### src/rtl/riscv_multicycle_ctrl.sv
// Main control FSM for the multicycle RV32I core, with a retired-instruction counter.
// Optional: define ILLEGAL_OP_TRAP_EN to lock into a TRAP state on an unsupported opcode.
module riscv_multicycle_ctrl #(
  parameter int CNT_W = 32
) (
  input  logic             clk,
  input  logic             reset,
  input  logic [6:0]       op,
  input  logic [2:0]       funct3,
  input  logic             funct7b5,
  input  logic             Zero,
  input  logic             LessThan,
  input  logic             mem_ready,
  output logic             PCWrite,
  output logic             AdrSrc,
  output logic             MemWrite,
  output logic             IRWrite,
  output logic             RegWrite,
  output logic [1:0]       ResultSrc,
  output logic [1:0]       ALUSrcA,
  output logic [1:0]       ALUSrcB,
  output logic [2:0]       ALUControl,
  output logic [1:0]       ImmSrc,
  output logic [CNT_W-1:0] instret,
  output logic             illegal
);

  localparam logic [6:0] OP_LW  = 7'b0000011;
  localparam logic [6:0] OP_SW  = 7'b0100011;
  localparam logic [6:0] OP_R   = 7'b0110011;
  localparam logic [6:0] OP_I   = 7'b0010011;
  localparam logic [6:0] OP_BR  = 7'b1100011;
  localparam logic [6:0] OP_JAL = 7'b1101111;

  typedef enum logic [3:0] {
    S_FETCH, S_DECODE, S_MEMADR, S_MEMREAD, S_MEMWB, S_MEMWRITE,
    S_EXECR, S_EXECI, S_ALUWB, S_JAL, S_BRANCH
`ifdef ILLEGAL_OP_TRAP_EN
    , S_TRAP
`endif
  } state_t;

  state_t           state_q, state_d;
  logic [CNT_W-1:0] instret_q, instret_d;
  logic             pcw, irw, mw, rw, retire;

  function automatic logic [2:0] alu_decode(input logic [2:0] f3, input logic is_r,
                                            input logic f7b5);
    case (f3)
      3'b000:  alu_decode = (is_r && f7b5) ? 3'b001 : 3'b000;
      3'b010:  alu_decode = 3'b101;
      3'b110:  alu_decode = 3'b011;
      3'b111:  alu_decode = 3'b010;
      default: alu_decode = 3'b000;
    endcase
  endfunction

  function automatic logic br_taken(input logic [2:0] f3, input logic z, input logic lt);
    case (f3)
      3'b000:  br_taken = z;
      3'b001:  br_taken = !z;
      3'b100:  br_taken = lt;
      3'b101:  br_taken = !lt;
      default: br_taken = 1'b0;
    endcase
  endfunction

  always_ff @(posedge clk or negedge reset) begin
    if (!reset) begin
      state_q   <= S_FETCH;
      instret_q <= '0;
    end else begin
      state_q   <= state_d;
      instret_q <= instret_d;
    end
  end

  always_comb begin
    state_d    = state_q;
    pcw        = 1'b0;
    irw        = 1'b0;
    mw         = 1'b0;
    rw         = 1'b0;
    AdrSrc     = 1'b0;
    ResultSrc  = 2'b00;
    ALUSrcA    = 2'b00;
    ALUSrcB    = 2'b00;
    ALUControl = 3'b000;
    case (state_q)
      S_FETCH: begin
        ResultSrc = 2'b10;
        ALUSrcB   = 2'b10;
        irw       = mem_ready;
        pcw       = mem_ready;
        if (mem_ready) state_d = S_DECODE;
      end
      S_DECODE: begin
        ALUSrcA = 2'b01;
        ALUSrcB = 2'b01;
        case (op)
          OP_LW, OP_SW: state_d = S_MEMADR;
          OP_R:         state_d = S_EXECR;
          OP_I:         state_d = S_EXECI;
          OP_BR:        state_d = S_BRANCH;
          OP_JAL:       state_d = S_JAL;
`ifdef ILLEGAL_OP_TRAP_EN
          default:      state_d = S_TRAP;
`else
          default:      state_d = S_FETCH;
`endif
        endcase
      end
      S_MEMADR: begin
        ALUSrcA = 2'b10;
        ALUSrcB = 2'b01;
        state_d = (op == OP_SW) ? S_MEMWRITE : S_MEMREAD;
      end
      S_MEMREAD: begin
        AdrSrc = 1'b1;
        if (mem_ready) state_d = S_MEMWB;
      end
      S_MEMWB: begin
        ResultSrc = 2'b01;
        rw        = 1'b1;
        state_d   = S_FETCH;
      end
      S_MEMWRITE: begin
        AdrSrc = 1'b1;
        mw     = 1'b1;
        if (mem_ready) state_d = S_FETCH;
      end
      S_EXECR: begin
        ALUSrcA    = 2'b10;
        ALUControl = alu_decode(funct3, 1'b1, funct7b5);
        state_d    = S_ALUWB;
      end
      S_EXECI: begin
        ALUSrcA    = 2'b10;
        ALUSrcB    = 2'b01;
        ALUControl = alu_decode(funct3, 1'b0, funct7b5);
        state_d    = S_ALUWB;
      end
      S_ALUWB: begin
        rw      = 1'b1;
        state_d = S_FETCH;
      end
      S_JAL: begin
        ALUSrcA = 2'b01;
        ALUSrcB = 2'b10;
        pcw     = 1'b1;
        state_d = S_ALUWB;
      end
      S_BRANCH: begin
        ALUSrcA    = 2'b10;
        ALUControl = 3'b001;
        pcw        = br_taken(funct3, Zero, LessThan);
        state_d    = S_FETCH;
      end
`ifdef ILLEGAL_OP_TRAP_EN
      S_TRAP: state_d = S_TRAP;
`endif
      default: state_d = S_FETCH;
    endcase
  end

  // Only completed instructions count; a decode-time NOP returns from DECODE and is skipped.
  assign retire = (state_d == S_FETCH) &&
                  (state_q inside {S_MEMWB, S_MEMWRITE, S_ALUWB, S_BRANCH});
  assign instret_d = retire ? instret_q + CNT_W'(1) : instret_q;
  assign instret   = instret_q;

  // Strobes are masked by the asynchronous reset so an in-flight access is dropped at once.
  assign PCWrite  = pcw & reset;
  assign IRWrite  = irw & reset;
  assign MemWrite = mw  & reset;
  assign RegWrite = rw  & reset;

  always_comb begin
    case (op)
      OP_SW:   ImmSrc = 2'b01;
      OP_BR:   ImmSrc = 2'b10;
      OP_JAL:  ImmSrc = 2'b11;
      default: ImmSrc = 2'b00;
    endcase
  end

`ifdef ILLEGAL_OP_TRAP_EN
  assign illegal = (state_q == S_TRAP);
`else
  assign illegal = 1'b0;
`endif

endmodule

### config.mk
export PLATFORM = sky130hd
export DESIGN_NAME = riscv_multicycle_ctrl
export DESIGN_NICKNAME = d
export VERILOG_FILES = /design/src/rtl/riscv_multicycle_ctrl.sv
export SDC_FILE = /design/constraint.sdc
export NUM_CORES = 1
export LEC_CHECK = 0
export BUFFER_PORTS_ARGS = -buffer_cell sky130_fd_sc_hd__buf_2
export CORE_MARGIN = 3
export CORE_UTILIZATION = 50
export DETAILED_ROUTE_END_ITERATION = 8
export GPL_TIMING_DRIVEN = 1
export MAX_ROUTING_LAYER = met4
export PLACE_DENSITY = 0.84
export SETUP_SLACK_MARGIN = 0.3
export SLEW_MARGIN = 20
export SYNTH_ARGS = -nofsm -noshare
export SYNTH_HDL_FRONTEND = slang
export SYNTH_SLANG_ARGS = --single-unit
### constraint.sdc
create_clock -name clk -period 4.2 [get_ports clk]
set_clock_uncertainty 0.15 [all_clocks]
set_input_delay 0.63 -clock clk [delete_from_list [all_inputs] [get_ports clk]]
set_output_delay 0.63 -clock clk [all_outputs]
set_load 0.005 [all_outputs]
# == After elaboration in Yosys (flattened, before gate mapping) ==
# Cells that the tools add are included.
# totals
reg_bits,36
out_inout_bits,49
# op_classes
bitwise,4
reduce_logical,15
n_eq_ne,22
n_addsub,1
n_mux,20
# op_table
op,count
$add 32x1->32 const B,1
$pmux 4 s6,1
$pmux 4 s5,1
$pmux 3 s3,2
$eq 4x3->1 const B,4
$eq 7x6->1 const B,2
$eq 7x7->1 const B,2
$eq 3x3->1 const B,4
$eq 4x4->1 const B,3
$mux 4,3
$pmux 2 s2,3
$pmux 3 s4,1
$reduce_or 2->1,5
$eq 4x2->1 const B,2
$logic_not 4->1,2
$eq 7x2->1 const B,1
$eq 7x5->1 const B,1
$pmux 2 s3,1
$reduce_or 3->1,2
$mux 1,5
$and 1x1->1,4
$eq 4x1->1 const B,1
$pmux 1 s4,1
$reduce_bool 4->1,1
8 further kinds,9

# == Longest topological paths before layout ==
# Gate-level depths: netlist (run 1).
# logic_depth
ltp_word,6
depth_mapped,7
depth_no_buf,6

# == Worst setup path before layout (run 1) ==
# OpenSTA, ideal clock, no wires.
# synth_timing
kind,input port to flip-flop
from,input op[2]
to,register instret_q[1] (netlist: instret[1])
stages,5
arrival_ns,2.067
slack_ns,1.856
n_path_buf,1
setup_ns,0.127
path_cell_list,or3_1 > a2111o_1 > nand3_2 > buf_6 > mux2_1
# synth_between
elab_chain_cells,6
elab_cells_between_ends,12
cone_classes,eq/ne (6); mux (3); reduce/logical (3)
# synth_rtl
item,line_no,source
start: declaration,8,"input logic [6:0] op,"
$eq 7x6->1 / $eq 7x2->1 (equally long branches),"100, 116",
$reduce_or 2->1,100,case (op)
$pmux 4 s5,100,
$pmux 4 s6 (*),89,case (state_q)
$logic_not 4->1 (*),167,assign retire = (state_d == S_FETCH) &&
$logic_and 1x1->1 (*),167,
end signal: assignment,74,instret_q <= instret_d;
end: declaration,44,"logic [CNT_W-1:0] instret_q, instret_d;"
# Mark *: on every way between the ends. The rest lies on a longest branch, timed or not.
# A chain may end at the register's enable or synchronous reset.

# == Worst setup path after layout (run 1) ==
# layout_timing
from,register state_q[2]
to,output ALUControl[0]
# layout_between
elab_chain_cells,2
elab_cells_between_ends,4
cone_classes,eq/ne (3); mux (1)
# layout_rtl
item,line_no,source
start: declaration,43,"state_t state_q, state_d;"
start signal: assignment,73,state_q <= state_d;
$eq 4x4->1 / $eq 4x3->1 (equally long branches),89,
$pmux 3 s3 (*),89,
end: declaration,22,"output logic [2:0] ALUControl,"
# Marks and branches as above.

==> results.tsv, run 1 <==
metric	value	unit
status	finished, final reports clean	
core	4060	um^2
end_kind	output port	
async_flop_share	100	%
wl	4.48	mm
drt-wirelength-per-cell	13.3	um
die_y	71.2	um
synth_area	2130	um^2
synthDistinctLibCells	41	
powerDensity	401	nW/um^2
netlist_instances	222	
drive_gt1_share	30.2	%
cts-htree-levels	2	
ys_seq_area_share	42.4	%
drc	0	
firstDrtPassIters	5	
cts_hold_buffers	0	
fin_nets	304	
setup_viol_count_final	0	
portBuffers	63	
rsz0062_at_grt	no	
synth_edf_count	0	
reg2regPathDepth	4	
antenna-diode-count	0	
max_slew_margin	66.9	%
post_cts_resized	0	
cts_setup_buffers	0	
grt_max_degree	26	
top_usage_layer	met2	
hpwl	3.27	mm
initial_core_util	52.4	%
hold_class	in2async	
antenna_found_initial	0	
first_iter_violations	73	
worst_pin_slew	0.492	ns
avgSynthCellArea	9.58	um^2
yosysWarnings	0	
cts_made_buffers	5	
clk_path_buf_depth	2	
area_growth	20.5	%
ys.flop_type	dfrtp_1	
leakagePower	1.29	nW
synth_area_leaders	dfrtp_1 (42%), xor2_1 (10%), xnor2_1 (4.1%)	
design.die.area	5070	um^2
rows	23	
clkSinkCount	36	
worstPathArrival	1.85	ns
dp_cells	330	
place_congestion	0.877	
cts_tree	done	
hold-worst-slack	0.0860	ns
path_clk_slew	0.08	ns
period_share	62.6	%
peakVddDrop	319	uV
synth.top_cell.area_share	42.4	%
vias	1793	
crit_type	reg2out	
fin_setup_tns	0	ns
grt_pass1_vias	1639	
overflow	0	
start_kind	flip-flop	
synth-seq-cells	36	
ioPinCount	65	
vias_per_cell	5.30	
required	3.42	ns
drv_slew	0	
grtUsageMet3	3.23	%
fin_cells	338	
die_width	71.2	um
clock.fmax	380	MHz
power	0.00103	W
clock-root-buffer	clkbuf_8	
drtAntennaViolNets	0	
final_cell_mix	buf_2 (63), dfrtp_1 (36), xor2_1 (25)	
hold_violations	0	
grt_pass1_wl	7.46	mm
grt_usage	18.6	%
maxCapViolCount	0	
synthesis.nets	239	
crit_fanout	16	
global_route.usage.met2	29.7	%
final_common_cell	buf_2	
clock_latency	0.29	ns
grt_use_met1	24.2	%
min_period	2.63	ns
yosysTopAreaCell	dfrtp_1	
[sequential cells by signal, summed over array words and instances, names as in the netlist]
| register | cells |
|---|---|
| instret | 32 |
| state_q | 4 |
[stage by stage]
stage / util (%) / area (um^2) / setup slack [ns]
floorplan: - / 2130 / 1.86
global placement: 60.9 / 2470 / 1.66
detailed placement: 60.9 / 2470 / 1.62
CTS: 63.2 / 2560 / 1.59
global route: 63.2 / 2560 / 1.41
finish: 63.2 / 2560 / 1.57
[layer usage]
| layer | share of wire [%] | wire, um | vias to the layer above |
|---|---|---|---|
| li1 | - | - | 896 |
| met1 | 47 | 2110 | 836 |
| met2 | 46 | 2070 | 57 |
| met3 | 5.9 | 264 | 4 |
| met4 | 0.91 | 41 | 0 |
| met5 | 0 | 0 | - |
[critical path, stage by stage, from the launching register on]
cell and delay (ns):
dfrtp_1 0.63, nand2b_1 0.24, or3_1 0.40, a21oi_1 0.16, buf_2 0.13
[cell usage after synthesis (all sizes together) (3+ instances only)]
| cell | number |
|---|---|
| xnor2 | 10 |
| xor2 | 25 |
| buf | 3 |
| nor4 | 10 |
| nor3 | 13 |
| a21oi | 7 |
| nand2 | 19 |
| or3b | 3 |
| nor2 | 22 |
| inv | 8 |
| dfrtp | 36 |
| and3 | 3 |
| clkbuf | 3 |
| nand2b | 4 |
| o21ai | 7 |
| nand4 | 6 |
| nand3 | 14 |
| a211oi | 3 |
| nor2b | 8 |
| or4 | 3 |
[power by group]
group	internal [W]	leakage, nW	total (W)	switching, W
combinational	0.000153	0.788	0.000315	0.000162
sequential	0.000378	0.466	0.000463	0.0000852
clock	0.000117	0.0404	0.000248	0.000131
[cell families after synthesis]
kind of cell / share of synthesized area (%)
other: 0.176
muxes: 1.47
xor gates and xnor gates: 14.4
adders and majority gates: 0.588
AOI/OAI and AO/OA: 5.65
and+or+nand+nor: 32.0
buffers and inverters: 3.35
DFF: 42.4
[final timing paths]
kind / start / to / slack (ns)
worst max-delay path: state_q[2] / ALUControl[0] / 1.57
min in group clk: instret[31] / instret[31] / 0.32
worst max register to register: state_q[2] / instret[1] / 1.80
max in group asynchronous: reset / instret[4] / 3.19
worst min-delay path: reset / instret[21] / 0.09
worst min register to register: instret[31] / instret[31] / 0.32
[area by class of cell]
type / instances / area, um^2
Tap cell: 50 / 62.6
Multi-Input combinational cell: 172 / 1150
Fill cell: 358 / 1490
Inverter: 8 / 30.0
Sequential cell: 36 / 901
Clock buffer: 5 / 68.8
Clock inverter: 3 / 23.8
Timing Repair Buffer: 64 / 323
Note: power is estimated with default switching activity, not from simulation.
==> run 2: changes to the inputs <==
- clock period: 4.2 -> 2.7 ns (I/O delays scaled with it)
==> run 2 against run 1 <==
Compared with the run above: non-clock buffer count is 1 higher; core utilization is 0.99 points higher; clock power is 84% higher; register-to-register slack worse by 1.4 ns; design area is 1.6% higher; critical path depth stayed put; clock-buffer cell count is 1 higher; via count is 0.89% higher; total power is 66% higher; die area stayed put; sequential share of layout area is 0.44 points lower; largest power group unchanged.
==> results.tsv, run 2 (same netlist as run 1, synthesis figures left out) <==
metric	value	unit
path_clk_slew	0.07	ns
clock-root-buffer	clkbuf_8	
top_usage_layer	met2	
crit_type	reg2out	
hpwl	3.31	mm
drc	0	
drv_slew	0	
crit_buf_inv	1	
critical_path_depth	4	
vias_per_cell	5.34	
worst_pin_slew	0.501	ns
cts_tree	done	
min_period	2.26	ns
cp_slowest_cell	dfrtp_1	
fin_nets	305	
cts-htree-levels	2	
setup.worst_path.end	ALUControl[0]	
cts_made_buffers	5	
crit_fanout	11	
die_width	71.2	um
grt_usage	19.1	%
antenna-diode-count	0	
reg2regPathDepth	4	
leakagePower	1.31	nW
drive_gt1_share	31.5	%
n_fill_cell	347	
global_route.usage.met2	32.1	%
hold_violations	0	
vias	1809	
clkSinkCount	36	
worstPathArrival	1.71	ns
peakVddDrop	604	uV
wl	4.50	mm
design.die.area	5070	um^2
finalWorstSetupSlack	0.438	ns
path_delay_family	simple AND/OR/NAND/NOR gates	
required	2.14	ns
grt_use_met1	23.6	%
die_y	71.2	um
rows	23	
pre_cts_slack	0.332	ns
r2r-start	state_q[2]	
crit_path_cell_trace	nand2b_2, or3_1, a21oi_1, buf_2	
start_kind	flip-flop	
ioPinCount	65	
clock.fmax	442	MHz
final_common_cell	buf_2	
drtAntennaViolNets	0	
fin_setup_tns	0	ns
grt_pass1_wl	7.80	mm
firstDrtPassIters	6	
antenna_found_initial	0	
final_cell_mix	buf_2 (63), dfrtp_1 (34), xor2_1 (25)	
crit_start	state_q[3]	
cts_hold_buffers	0	
powerDensity	654	nW/um^2
setup_viol_count_final	0	
end_kind	output port	
initial_core_util	52.4	%
largest_register_ff_count	32	
reg2reg_to	instret[1]	
overflow	0	
period_share	83.8	%
max_slew_margin	66.3	%
cpPeakStageDelay	0.49	ns
grt_max_degree	37	
area_growth	22.4	%
clk_path_buf_depth	2	
grt_pass1_vias	1757	
drt-wirelength-per-cell	13.3	um
core	4060	um^2
portBuffers	63	
rrSetupSlack	0.45	ns
clock_latency	0.28	ns
rsz0062_at_grt	no	
status	finished, final reports clean	
place_congestion	0.887	
first_iter_violations	83	
hold_class	in2async	
maxCapViolCount	0	
grtUsageMet3	3.09	%
-- run 2: timing repair --
item,in CTS,in global routing
buffers inserted,0,0
gates resized for setup,0,5
endpoints found under the setup margin,0,13
-- run 2: power by group --
group / switching [W] / leakage (nW) / internal, W / total, W
clock network: 0.000182 / 0.0552 / 0.000274 / 0.000456
logic: 0.000280 / 0.795 / 0.000256 / 0.000537
registers: 0.000119 / 0.464 / 0.000592 / 0.000711
total: 0.000582 / 1.31 / 0.00112 / 0.00170
-- run 2: per-stage QoR --
| stage | total power [W] | cells | instance area [um^2] | hold slack (ns) | utilization [%] |
|---|---|---|---|---|---|
| final | 0.00170 | 339 | 2600 | 0.0715 | 64.2 |
| after global routing | 0.00183 | 339 | 2600 | 0.119 | 64.2 |
| after floorplan | 0.00105 | 222 | 2130 | -0.0406 | - |
| after CTS | 0.00170 | 339 | 2590 | 0.0911 | 63.7 |
| after detailed placement | 0.00123 | 331 | 2480 | 0.312 | 61.1 |
| after global placement | 0.00122 | 331 | 2480 | 0.302 | 61.1 |
-- run 2: area by class of cell --
type	instances	area (um^2)	share of cell area, %
Multi-Input combinational cell	172	1170	44.9
Sequential cell	36	903	34.7
Timing Repair Buffer	65	330	12.7
Clock buffer	6	72.6	2.79
Tap cell	50	62.6	2.40
Clock inverter	2	35.0	1.35
Inverter	8	30.0	1.15
-- run 2: layer usage --
metal	share of wire (%)	vias to the layer above
met5	0	-
met4	0.85	0
met3	6.2	4
met2	47	58
met1	46	850
li1	-	897
-- run 2: worst min path at each step --
stage                     slack (ns)  cells past startpoint     endpoint   startpoint
after floorplan                -0.04                      0   instret[0]        reset
after global placement          0.30                      1  instret[31]  instret[31]
after detailed placement        0.31                      1  instret[31]  instret[31]
after CTS                       0.09                      2   state_q[1]        reset
after global routing            0.12                      2   state_q[1]        reset
final                           0.07                      2  instret[15]        reset
